--- src/rtl/cv32e40p_perm_fault_manager_ft_pkg.sv ---
// Shared types for the fault-tolerant permanent-fault manager: replica vector,
// clear-handshake FSM states and a helper for detecting newly latched faults.
package cv32e40p_ft_pkg;

   localparam int NUM_REPLICA = 4;

   typedef logic [NUM_REPLICA-1:0] replica_vec_t;

   typedef enum logic [1:0] {
      FM_RUN   = 2'd0,
      FM_CLEAR = 2'd1,
      FM_ACK   = 2'd2
   } fault_mgr_state_e;

   function automatic replica_vec_t newly_set(input replica_vec_t prev, input replica_vec_t nxt);
      return nxt & ~prev;
   endfunction

endpackage

--- src/rtl/cv32e40p_perm_fault_manager_ft_if.sv ---
// Voter-side and software-side signals of the permanent-fault manager.
// Force inputs exist only when CV32E40P_FT_FAULT_INJECT_EN is defined.
interface cv32e40p_perm_fault_manager_ft_if
   import cv32e40p_ft_pkg::*;
#(
   parameter int CNT_W = 4
);

   logic                         alu_valid_i;
   replica_vec_t                 alu_mismatch_i;
   logic                         mult_valid_i;
   replica_vec_t                 mult_mismatch_i;
   logic                         clr_req_i;
   logic                         clr_ack_o;
   replica_vec_t                 permanent_faulty_alu_o;
   replica_vec_t                 permanent_faulty_mult_o;
   logic                         new_fault_o;
   logic [NUM_REPLICA*CNT_W-1:0] err_cnt_alu_o;
   logic [NUM_REPLICA*CNT_W-1:0] err_cnt_mult_o;
`ifdef CV32E40P_FT_FAULT_INJECT_EN
   replica_vec_t                 force_alu_i;
   replica_vec_t                 force_mult_i;
`endif

   modport master (
`ifdef CV32E40P_FT_FAULT_INJECT_EN
      output force_alu_i,
      output force_mult_i,
`endif
      output alu_valid_i,
      output alu_mismatch_i,
      output mult_valid_i,
      output mult_mismatch_i,
      output clr_req_i,
      input  clr_ack_o,
      input  permanent_faulty_alu_o,
      input  permanent_faulty_mult_o,
      input  new_fault_o,
      input  err_cnt_alu_o,
      input  err_cnt_mult_o
   );

   modport slave (
`ifdef CV32E40P_FT_FAULT_INJECT_EN
      input  force_alu_i,
      input  force_mult_i,
`endif
      input  alu_valid_i,
      input  alu_mismatch_i,
      input  mult_valid_i,
      input  mult_mismatch_i,
      input  clr_req_i,
      output clr_ack_o,
      output permanent_faulty_alu_o,
      output permanent_faulty_mult_o,
      output new_fault_o,
      output err_cnt_alu_o,
      output err_cnt_mult_o
   );

endinterface

--- src/rtl/cv32e40p_fault_counter_ft.sv ---
// Leaky-bucket error counters, decay window and sticky permanent-fault bits for
// one functional-unit class. Optional force input under CV32E40P_FT_FAULT_INJECT_EN.
module cv32e40p_fault_counter_ft
   import cv32e40p_ft_pkg::*;
#(
   parameter int CNT_W     = 4,
   parameter int THRESHOLD = 8,
   parameter int WINDOW    = 16
) (
   input  logic                         clk,
   input  logic                         rst_n,
`ifdef CV32E40P_FT_FAULT_INJECT_EN
   input  replica_vec_t                 force_perm,
`endif
   input  logic                         valid,
   input  replica_vec_t                 mismatch,
   input  logic                         suspend,
   input  logic                         clear,
   output logic [NUM_REPLICA*CNT_W-1:0] cnt_packed,
   output replica_vec_t                 perm,
   output replica_vec_t                 new_set
);

   localparam int               WIN_W    = $clog2(WINDOW);
   localparam logic [WIN_W-1:0] WIN_LAST = WIN_W'(WINDOW - 1);
   localparam logic [CNT_W-1:0] CNT_MAX  = {CNT_W{1'b1}};
   localparam logic [CNT_W-1:0] CNT_THR  = CNT_W'(THRESHOLD);

   logic [CNT_W-1:0] cnt_r     [NUM_REPLICA];
   logic [CNT_W-1:0] cnt_nxt_s [NUM_REPLICA];
   replica_vec_t     perm_r;
   replica_vec_t     perm_nxt_s;
   replica_vec_t     inc_s;
   logic [WIN_W-1:0] win_r;
   logic [WIN_W-1:0] win_nxt_s;
   logic             decay_s;

   assign inc_s = mismatch & ~perm_r & {NUM_REPLICA{valid}};

   // Next-state of window, counters and permanent bits; a simultaneous hit and decay cancel out.
   always_comb begin
      decay_s    = 1'b0;
      win_nxt_s  = win_r;
      perm_nxt_s = perm_r;
      for (int i = 0; i < NUM_REPLICA; i++) begin
         cnt_nxt_s[i] = cnt_r[i];
      end
      if (clear) begin
         win_nxt_s  = '0;
         perm_nxt_s = '0;
         for (int i = 0; i < NUM_REPLICA; i++) begin
            cnt_nxt_s[i] = '0;
         end
      end else if (suspend) begin
         win_nxt_s  = win_r;
         perm_nxt_s = perm_r;
      end else begin
         if (valid) begin
            decay_s   = (win_r == WIN_LAST);
            win_nxt_s = decay_s ? '0 : win_r + WIN_W'(1);
         end else begin
            decay_s   = 1'b0;
            win_nxt_s = win_r;
         end
         for (int i = 0; i < NUM_REPLICA; i++) begin
            if (perm_r[i]) begin
               cnt_nxt_s[i]  = cnt_r[i];
               perm_nxt_s[i] = 1'b1;
            end else begin
               if (inc_s[i] && decay_s) begin
                  cnt_nxt_s[i] = cnt_r[i];
               end else if (inc_s[i]) begin
                  cnt_nxt_s[i] = (cnt_r[i] == CNT_MAX) ? cnt_r[i] : cnt_r[i] + CNT_W'(1);
               end else if (decay_s && (cnt_r[i] != '0)) begin
                  cnt_nxt_s[i] = cnt_r[i] - CNT_W'(1);
               end else begin
                  cnt_nxt_s[i] = cnt_r[i];
               end
               perm_nxt_s[i] = (cnt_nxt_s[i] >= CNT_THR);
            end
         end
`ifdef CV32E40P_FT_FAULT_INJECT_EN
         perm_nxt_s = perm_nxt_s | force_perm;
`endif
      end
   end

   // State registers for this class.
   always_ff @(posedge clk or negedge rst_n) begin
      if (!rst_n) begin
         win_r  <= '0;
         perm_r <= '0;
         for (int i = 0; i < NUM_REPLICA; i++) begin
            cnt_r[i] <= '0;
         end
      end else begin
         win_r  <= win_nxt_s;
         perm_r <= perm_nxt_s;
         for (int i = 0; i < NUM_REPLICA; i++) begin
            cnt_r[i] <= cnt_nxt_s[i];
         end
      end
   end

   for (genvar g = 0; g < NUM_REPLICA; g++) begin : g_pack
      assign cnt_packed[g*CNT_W +: CNT_W] = cnt_r[g];
   end

   assign perm    = perm_r;
   assign new_set = newly_set(perm_r, perm_nxt_s);

endmodule

--- src/rtl/cv32e40p_perm_fault_manager_ft.sv ---
// Permanent-fault manager: per-class error tracking, software clear handshake and
// new-fault pulse. Define CV32E40P_FT_FAULT_INJECT_EN to add the force inputs.
module cv32e40p_perm_fault_manager_ft
   import cv32e40p_ft_pkg::*;
#(
   parameter int CNT_W     = 4,
   parameter int THRESHOLD = 8,
   parameter int WINDOW    = 16
) (
   input logic                            clk,
   input logic                            rst_n,
   cv32e40p_perm_fault_manager_ft_if.slave bus
);

   fault_mgr_state_e state_r;
   logic             clr_ack_r;
   logic             new_fault_r;
   logic             suspend_s;
   logic             clear_s;
   replica_vec_t     alu_perm_s;
   replica_vec_t     mult_perm_s;
   replica_vec_t     alu_new_s;
   replica_vec_t     mult_new_s;

   assign suspend_s = (state_r != FM_RUN);
   assign clear_s   = (state_r == FM_CLEAR);

   cv32e40p_fault_counter_ft #(
      .CNT_W     (CNT_W),
      .THRESHOLD (THRESHOLD),
      .WINDOW    (WINDOW)
   ) u_alu_cnt (
      .clk        (clk),
      .rst_n      (rst_n),
`ifdef CV32E40P_FT_FAULT_INJECT_EN
      .force_perm (bus.force_alu_i),
`endif
      .valid      (bus.alu_valid_i),
      .mismatch   (bus.alu_mismatch_i),
      .suspend    (suspend_s),
      .clear      (clear_s),
      .cnt_packed (bus.err_cnt_alu_o),
      .perm       (alu_perm_s),
      .new_set    (alu_new_s)
   );

   cv32e40p_fault_counter_ft #(
      .CNT_W     (CNT_W),
      .THRESHOLD (THRESHOLD),
      .WINDOW    (WINDOW)
   ) u_mult_cnt (
      .clk        (clk),
      .rst_n      (rst_n),
`ifdef CV32E40P_FT_FAULT_INJECT_EN
      .force_perm (bus.force_mult_i),
`endif
      .valid      (bus.mult_valid_i),
      .mismatch   (bus.mult_mismatch_i),
      .suspend    (suspend_s),
      .clear      (clear_s),
      .cnt_packed (bus.err_cnt_mult_o),
      .perm       (mult_perm_s),
      .new_set    (mult_new_s)
   );

   // Clear handshake: CLEAR lasts one cycle, ACK holds until software drops the request.
   always_ff @(posedge clk or negedge rst_n) begin
      if (!rst_n) begin
         state_r   <= FM_RUN;
         clr_ack_r <= 1'b0;
      end else begin
         case (state_r)
            FM_RUN: begin
               state_r   <= bus.clr_req_i ? FM_CLEAR : FM_RUN;
               clr_ack_r <= 1'b0;
            end
            FM_CLEAR: begin
               state_r   <= FM_ACK;
               clr_ack_r <= 1'b1;
            end
            FM_ACK: begin
               if (!bus.clr_req_i) begin
                  state_r   <= FM_RUN;
                  clr_ack_r <= 1'b0;
               end else begin
                  state_r   <= FM_ACK;
                  clr_ack_r <= 1'b1;
               end
            end
            default: begin
               state_r   <= FM_RUN;
               clr_ack_r <= 1'b0;
            end
         endcase
      end
   end

   // One pulse however many replicas of either class latch together.
   always_ff @(posedge clk or negedge rst_n) begin
      if (!rst_n) begin
         new_fault_r <= 1'b0;
      end else begin
         new_fault_r <= |(alu_new_s | mult_new_s);
      end
   end

   assign bus.clr_ack_o               = clr_ack_r;
   assign bus.new_fault_o             = new_fault_r;
   assign bus.permanent_faulty_alu_o  = alu_perm_s;
   assign bus.permanent_faulty_mult_o = mult_perm_s;

endmodule

--- src/flat_wrapper.sv ---
// flat-port wrapper written by rule: the top's interface ports become plain ports
module cv32e40p_perm_fault_manager_ft_flat import cv32e40p_ft_pkg::*;
#(
   parameter int CNT_W     = 4,
   parameter int THRESHOLD = 8,
   parameter int WINDOW    = 16
)
  (clk, rst_n, bus_alu_valid_i, bus_alu_mismatch_i, bus_mult_valid_i, bus_mult_mismatch_i, bus_clr_req_i, bus_clr_ack_o, bus_permanent_faulty_alu_o, bus_permanent_faulty_mult_o, bus_new_fault_o, bus_err_cnt_alu_o, bus_err_cnt_mult_o);
  cv32e40p_perm_fault_manager_ft_if #(.CNT_W(CNT_W)) bus_i ();
  input logic clk;
  input logic rst_n;
  input wire logic [$bits(bus_i.alu_valid_i)-1:0] bus_alu_valid_i;
  input wire logic [$bits(bus_i.alu_mismatch_i)-1:0] bus_alu_mismatch_i;
  input wire logic [$bits(bus_i.mult_valid_i)-1:0] bus_mult_valid_i;
  input wire logic [$bits(bus_i.mult_mismatch_i)-1:0] bus_mult_mismatch_i;
  input wire logic [$bits(bus_i.clr_req_i)-1:0] bus_clr_req_i;
  output wire logic [$bits(bus_i.clr_ack_o)-1:0] bus_clr_ack_o;
  output wire logic [$bits(bus_i.permanent_faulty_alu_o)-1:0] bus_permanent_faulty_alu_o;
  output wire logic [$bits(bus_i.permanent_faulty_mult_o)-1:0] bus_permanent_faulty_mult_o;
  output wire logic [$bits(bus_i.new_fault_o)-1:0] bus_new_fault_o;
  output wire logic [$bits(bus_i.err_cnt_alu_o)-1:0] bus_err_cnt_alu_o;
  output wire logic [$bits(bus_i.err_cnt_mult_o)-1:0] bus_err_cnt_mult_o;
  assign bus_i.alu_valid_i = bus_alu_valid_i;
  assign bus_i.alu_mismatch_i = bus_alu_mismatch_i;
  assign bus_i.mult_valid_i = bus_mult_valid_i;
  assign bus_i.mult_mismatch_i = bus_mult_mismatch_i;
  assign bus_i.clr_req_i = bus_clr_req_i;
  assign bus_clr_ack_o = bus_i.clr_ack_o;
  assign bus_permanent_faulty_alu_o = bus_i.permanent_faulty_alu_o;
  assign bus_permanent_faulty_mult_o = bus_i.permanent_faulty_mult_o;
  assign bus_new_fault_o = bus_i.new_fault_o;
  assign bus_err_cnt_alu_o = bus_i.err_cnt_alu_o;
  assign bus_err_cnt_mult_o = bus_i.err_cnt_mult_o;
  cv32e40p_perm_fault_manager_ft #(.CNT_W(CNT_W), .THRESHOLD(THRESHOLD), .WINDOW(WINDOW)) u_core (.clk(clk), .rst_n(rst_n), .bus(bus_i));
endmodule
--- config.mk ---
export PLATFORM = sky130hd
export DESIGN_NAME = cv32e40p_perm_fault_manager_ft_flat
export DESIGN_NICKNAME = d
export VERILOG_FILES = /design/src/rtl/cv32e40p_perm_fault_manager_ft_pkg.sv /design/src/rtl/cv32e40p_perm_fault_manager_ft_if.sv /design/src/rtl/cv32e40p_fault_counter_ft.sv /design/src/rtl/cv32e40p_perm_fault_manager_ft.sv /design/src/flat_wrapper.sv
export SDC_FILE = /design/constraint.sdc
export NUM_CORES = 1
export LEC_CHECK = 0
export ABC_AREA = 1
export CORE_MARGIN = 4
export CORE_UTILIZATION = 40
export CTS_BUF_LIST = sky130_fd_sc_hd__clkbuf_4 sky130_fd_sc_hd__clkbuf_8 sky130_fd_sc_hd__clkbuf_16
export DETAILED_ROUTE_END_ITERATION = 10
export GPL_TIMING_DRIVEN = 0
export PLACE_DENSITY = 0.62
export SYNTH_ARGS = -nofsm -noshare
export SYNTH_HDL_FRONTEND = slang
export SYNTH_HIERARCHICAL = 1
export SYNTH_SLANG_ARGS = --single-unit
--- constraint.sdc ---
create_clock -name clk -period 2.5 [get_ports clk]
set_input_delay 0.5 -clock clk [delete_from_list [all_inputs] [get_ports clk]]
set_output_delay 0.5 -clock clk [all_outputs]
set_load 0.01 [all_outputs]
# After elaboration in Yosys (flattened, before gate mapping)
# Cells that the tools add are included.
[totals] input_bits=13 register_bits=52 word_cells=209
[classes] reduce_logical=39 n_addsub=18 eq_ne=21 bitwise_logic=9 muxes=99 order_cmp=8
[ops] operator="$mux W4" n=76
[ops] operator="$mux W16" n=4
[ops] operator="$add A4 B1 Y4 const B" n=10
[ops] operator="$eq A4 B4 Y1 const B" n=10
[ops] operator="$ge A4 B4 Y1 const B" n=8
[ops] operator="$reduce_bool A4 Y1" n=8
[ops] operator="$sub A4 B1 Y4 const B" n=8
[ops] operator="$and A4 B4 Y4" n=6
[ops] operator="$reduce_and A2 Y1" n=10
[ops] operator="$logic_and A1 B1 Y1" n=16
[ops] operator="$mux W1" n=16
[ops] operator="$ne A2 B1 Y1 const B" n=8
[ops] operator="$not A4 Y4" n=2
[ops] operator="$pmux W2 S3" n=1
[ops] operator="$reduce_bool A2 Y1" n=3
[ops] operator="$or A4 B4 Y4" n=1
[ops] operator="$reduce_or A4 Y1" n=1
[ops] operator="$eq A2 B1 Y1 const B" n=1
[ops] operator="$eq A2 B2 Y1 const B" n=1
[ops] operator="$logic_not A2 Y1" n=1
[ops] operator="$mux W2" n=1
[ops] operator="$ne A2 B2 Y1 const B" n=1
[ops] operator="$pmux W1 S2" n=1

# Longest topological paths before layout
# Gate-level depths: netlist of the first run.
[depth] depth_word=18 depth_mapped=17 depth_no_buf=17

# Hierarchy
# The synthesis of the first run kept the hierarchy.
[modules_own_cells] module="cv32e40p_fault_counter_ft at u_core.u_mult_cnt" area_each_um2=2072.0 n_inst=1 seq_area_each_um2=600.6 cells_each=333
[modules_own_cells] module="cv32e40p_fault_counter_ft at u_core.u_alu_cnt" area_each_um2=2024.4 n_inst=1 seq_area_each_um2=600.6 cells_each=315
[modules_own_cells] module="cv32e40p_perm_fault_manager_ft" area_each_um2=246.5 n_inst=1 seq_area_each_um2=100.1 cells_each=32

# Worst setup path before layout of the first run
# Ideal clock, no wire load.
[synth_timing] path_type="register -> register" startpoint="register u_core.state_r[0]" endpoint="register u_core.new_fault_r (netlist: u_core/bus.new_fault_o)" stages_incl_launch_ff=13 path_slack_ns=0.712 n_path_buf=0 required_ns=2.381 arrival_time_ns=1.670 path_cell_list="dfrtp_1 > inv_1 > ha_1 > inv_1 > inv_1 > o21ai_0 > inv_1 > nand3_2 > inv_1 > inv_1 > nand2_1 > nor2_1 > nand2_1"
[synth_via] elab_chain_len=6
[synth_rtl] element="from (decl)" line="cv32e40p_perm_fault_manager_ft.sv:15" text="fault_mgr_state_e state_r;"
[synth_rtl] element="from (signal assigned)" line="cv32e40p_perm_fault_manager_ft.sv:74" text="state_r <= bus.clr_req_i ? FM_CLEAR : FM_RUN;"
[synth_rtl] element="$reduce_bool A2 Y1" line="cv32e40p_perm_fault_manager_ft.sv:25" text="assign suspend_s = (state_r != FM_RUN);"
[synth_rtl] element="net u_core.suspend_s" line="cv32e40p_perm_fault_manager_ft.sv:18" text="logic suspend_s;"
[synth_rtl] element="$mux W4" line="cv32e40p_fault_counter_ft.sv:54" text="end else if (suspend) begin"
[synth_rtl] element="$mux W4" line="cv32e40p_fault_counter_ft.sv:48" text="if (clear) begin"
[synth_rtl] element="$and A4 B4 Y4" line="cv32e40p_perm_fault_manager_ft_pkg.sv:16" text="return nxt & ~prev;"
[synth_rtl] element="net u_core.mult_new_s[1]" line="cv32e40p_perm_fault_manager_ft.sv:23" text="replica_vec_t mult_new_s;"
[synth_rtl] element="$or A4 B4 Y4" line="cv32e40p_perm_fault_manager_ft.sv:103" text="new_fault_r <= |(alu_new_s | mult_new_s);"
[synth_rtl] element="$reduce_or A4 Y1" line="cv32e40p_perm_fault_manager_ft.sv:103"
[synth_rtl] element="to (signal assigned)" line="cv32e40p_perm_fault_manager_ft.sv:103"
[synth_rtl] element="to (decl)" line="cv32e40p_perm_fault_manager_ft.sv:17" text="logic new_fault_r;"
# The timed path passes the listed nets, and every way through them passes these cells.
# A chain may end at the register's enable or synchronous reset.

# Worst setup path in the final report of the first run
# Same ends and word-level chain as after synthesis.

==> results by group, run 1 <==
Outcome
  • Result of the run: completed

Pwr
  • Total design power: 5.63 mW
  • Power per unit of standard cell area: 1090 mW/mm^2
  • Combinational power share: 61.1%
  • Net switching share of the total power: 49.5%
  • Cell Int Power: 2.84 mW
  • Share of total power in the clock network: 10.8%
  • Pleak: 2.73 nW
  • Peak supply drop: 515 uV
  • Sequential cell fraction of total power: 28.1%
  • P_sw: 2.79 mW

Timing
  • Minimum clock period: 2.20 ns
  • Sum of negative setup slack: 0 ns
  • Number of failing hold endpoints at the final stage: 0
  • Slew @ Worst Pin: 0.605 ns
  • Worst relative slew slack: 59.6%
  • Upper clock frequency limit: 454 MHz
  • Hold WS: 0.179 ns
  • Period Utilization, post-route: 88.1%
  • Final setup violating endpoints: 0
  • Post-route worst setup slack: 0.298 ns
  • Max-slew violation total from the final report: 0
  • Max Clock Skew: 0.00960 ns
  • RSZ-0062 raised after global routing: false

Synthesis
  • Yosys cell types: 33
  • Post-synth EDFFs: 0
  • Post-synthesis instance total: 680
  • Most area-hungry cell type in the Yosys netlist: dfrtp_1
  • Mapped Nets: 714
  • Most frequently used flop master after synthesis: dfrtp_1
  • Portion of the post-synthesis area used by sequential elements: 30.0%
  • Number of register bits inferred by synthesis: 52
  • Top cells by area in the synthesized netlist: dfrtp_1 (30%), nand2_1 (19%), inv_1 (8.6%), nand3_1 (8.0%), ha_1 (6.1%)
  • Share of synthesized registers carrying an async set or reset: 100%
  • Post-Syn Area per Cell: 6.39 sq um
  • Share of the synthesized area in the top cell type: 30.0%
  • Cell area after synthesis: 0.00434 sq mm
  • Number of warnings reported in the yosys synthesis log: 6

Setup path
  • Worst path slowest cell: dfrtp_1
  • Kind of cell adding the most delay to the critical path: buffers and inverters
  • Arrival time at the worst endpoint: 2.41 ns
  • Cell occurring most often along the worst timing path: inv_1
  • Worst path buffer plus inverter count: 6
  • CP max FO: 8
  • CP endpoint kind: register
  • Worst stage delay on the critical path: 0.43 ns
  • Sequence of cells on the critical path: inv_1 > ha_1 > inv_1 > inv_1 > o21ai_1 > inv_1 > nand3_2 > inv_1 > inv_1 > nand2_1 > nor2_1 > nand2_1
  • Required time of the worst setup path: 2.71 ns
  • Startpoint-to-endpoint class of the critical path: reg2reg
  • Startpoint kind of the worst setup timing path: register

CTS
  • Total number of H-tree levels: 2
  • CTS tree: built
  • Number of post-CTS setup repair buffers: 0
  • CTS Buf Count: 5
  • Clock root buffer: clkbuf_8
  • CTS Buffer Depth: 2
  • Clock edge transition at the registers on the reported setup and hold paths: 0.11 ns
  • Source-to-sink clock delay at the later pin of the worst-skew pair: 0.32 ns
  • Clock sink count: 52

Detailed routing
  • Total wire length: 11.2 mm
  • Number of iterations in the first detailed-routing pass: 4
  • Number of design rule violations left after detail routing: 0
  • Routed via count: 4543
  • Violation count after the first detailed-route iteration: 277
  • Via/cell ratio: 5.17
  • Post-route antenna net violation count: 0
  • Post-DR wirelength/cell: 12.8 um

GRT
  • Number of antenna violations at the first check in global routing: 0
  • Vias in the first global route: 4423
  • Overall overflow remaining after global route: 0
  • Wire length of the first global-routing pass: 20.0 mm
  • Overall routing resource usage: 18.5%
  • Largest net degree at the start of global routing: 31

Job
  • Max cap viols: 0

Final layout
  • Layout cell share with drive strength beyond 1: 7.94%
  • Final layout net count: 776
  • Commonest cells after routing, fill and taps aside: nand2_1 (220), inv_1 (99), nand3_1 (69), nor2_1 (60), clkdlybuf4s50_1 (53)
  • Synth-to-Final Area Change: 19.4%
  • Share of the core filled with cells: 49.6%
  • Fillcell total: 1083
  • Ant. Diodes: 0
  • Most common library cell in the layout ignoring fill and taps: nand2_1

Floorplanning
  • Die width: 112 um
  • Die Y: 112 um
  • Count of boundary I/O pins: 55
  • Number of rows created at floorplan: 37
  • Die footprint: 0.0126 sq mm
  • Core area: 0.0105 sq mm
  • Initial core utilization: 41.5%

Place
  • Estimated wirelength of the detail-placed design: 8.44 mm
  • Buffers on Ports: 54
  • Final weighted congestion in routability-driven placement: 0.914
  • Setup WS pre-CTS: 0.00490 ns

Min path
  • Min-Delay Path Class: in2async
## stage by stage
stage,instances,cell area (sq um)
3_5_place_dp,871,5070
2_1_floorplan,680,4340
3_3_place_gp,870,5050
5_1_grt,879,5190
6_report,879,5190
4_1_cts,879,5180
## cell usage after synthesis (4+ instances only)
master / number
nor2_1: 60
inv_1: 99
nand3_1: 69
xor2_1: 8
nand4_1: 11
nand3_2: 8
a31oi_1: 5
o211ai_1: 8
o21ai_1: 6
a21oi_1: 15
nand2_2: 13
nor2_2: 4
nor3_1: 4
buf_2: 5
dfrtp_1: 52
ha_1: 21
nand2_1: 220
o21ai_0: 49
## layer usage
layer | GRT usage, % | vias up | part of all wire (%)
met2 | 29.8 | 108 | 45
met1 | 25.9 | 2122 | 48
met3 | 2.86 | 13 | 4.8
li1 | - | 2300 | -
met4 | 5.21 | 0 | 1.3
met5 | 0 | - | 0
## repair_timing
action / 4_1_cts / 5_1_grt
hold buffers: 0 / 0
resized for setup: 0 / 3
setup endpoints to repair: 0 / 3
hold endpoints to repair: 0 / 0
## area by class of cell
class	count	area, sq um	share of cell area (%)
clock buffer	5	68.8	1.33
clock inverter	3	42.5	0.820
multi-input combinational	516	2600	50.1
timing repair buffer	55	556	10.7
sequential	52	1300	25.1
buffer	11	68.8	1.33
tap	136	170	3.28
inverter	101	379	7.31
## power groups by stage
stage | Combinational, mW | Clock [mW] | Sequential [mW]
after detailed placement | 3.41 | 0 | 1.60
after floorplan | 2.20 | 0 | 1.62
after global placement | 3.34 | 0 | 1.59
after CTS | 3.43 | 0.633 | 1.59
final | 3.44 | 0.609 | 1.59
after global routing | 3.94 | 0.670 | 1.66
## worst register-to-register path, delay by kind of cell (launching register included)
| kind | cells | cell delay (ns) |
|---|---|---|
| buf+inv | 6 | 0.85 |
| simple gates | 4 | 0.28 |
| compound gates | 1 | 0.31 |
| flops | 1 | 0.43 |
| fa+ha+maj | 1 | 0.22 |
## cells by family after synthesis
logic type | Yosys count | share of synthesized area, %
AND/OR/NAND/NOR | 396 | 40.2
buffers and inverters | 112 | 10.3
AO/OA/AOI/OAI | 89 | 11.4
flip-flops | 52 | 30.0
adder cells (fa/ha/maj) | 21 | 6.05
XOR/XNOR | 10 | 2.02
## worst paths after layout
kind | from | to | slack, ns | depth (start not counted)
max in group asynchronous | rst_n | u_core/u_alu_cnt/cnt_packed[13] | 1.73 | 2
min in group clk | u_core/state_r[0] | u_core/state_r[1] | 0.54 | 1
worst max register to register | u_core/state_r[0] | u_core/bus.new_fault_o | 0.30 | 12
worst max-delay path | u_core/state_r[0] | u_core/bus.new_fault_o | 0.30 | 12
worst min-delay path | rst_n | u_core/u_mult_cnt/cnt_packed[13] | 0.18 | 1
worst min register to register | u_core/state_r[0] | u_core/state_r[1] | 0.54 | 1
## registers in the layout, indices dropped and copies added (netlist names)
register,flops
u_core/u_alu_cnt/cnt_packed,16
u_core/u_alu_cnt/perm,4
u_core/u_mult_cnt/win_r,4
u_core/state_r,2
u_core/bus.new_fault_o,1
u_core/bus.clr_ack_o,1
u_core/u_alu_cnt/win_r,4
u_core/u_mult_cnt/perm,4
u_core/u_mult_cnt/cnt_packed,16
No activity file was read; power rests on OpenSTA's default activity.
==> inputs of run 2 (changes only) <==
- GPL_ROUTABILITY_DRIVEN: unset -> 0
==> results of run 2 <==
Final layout, timing and power as in run 1 (identical DEF).
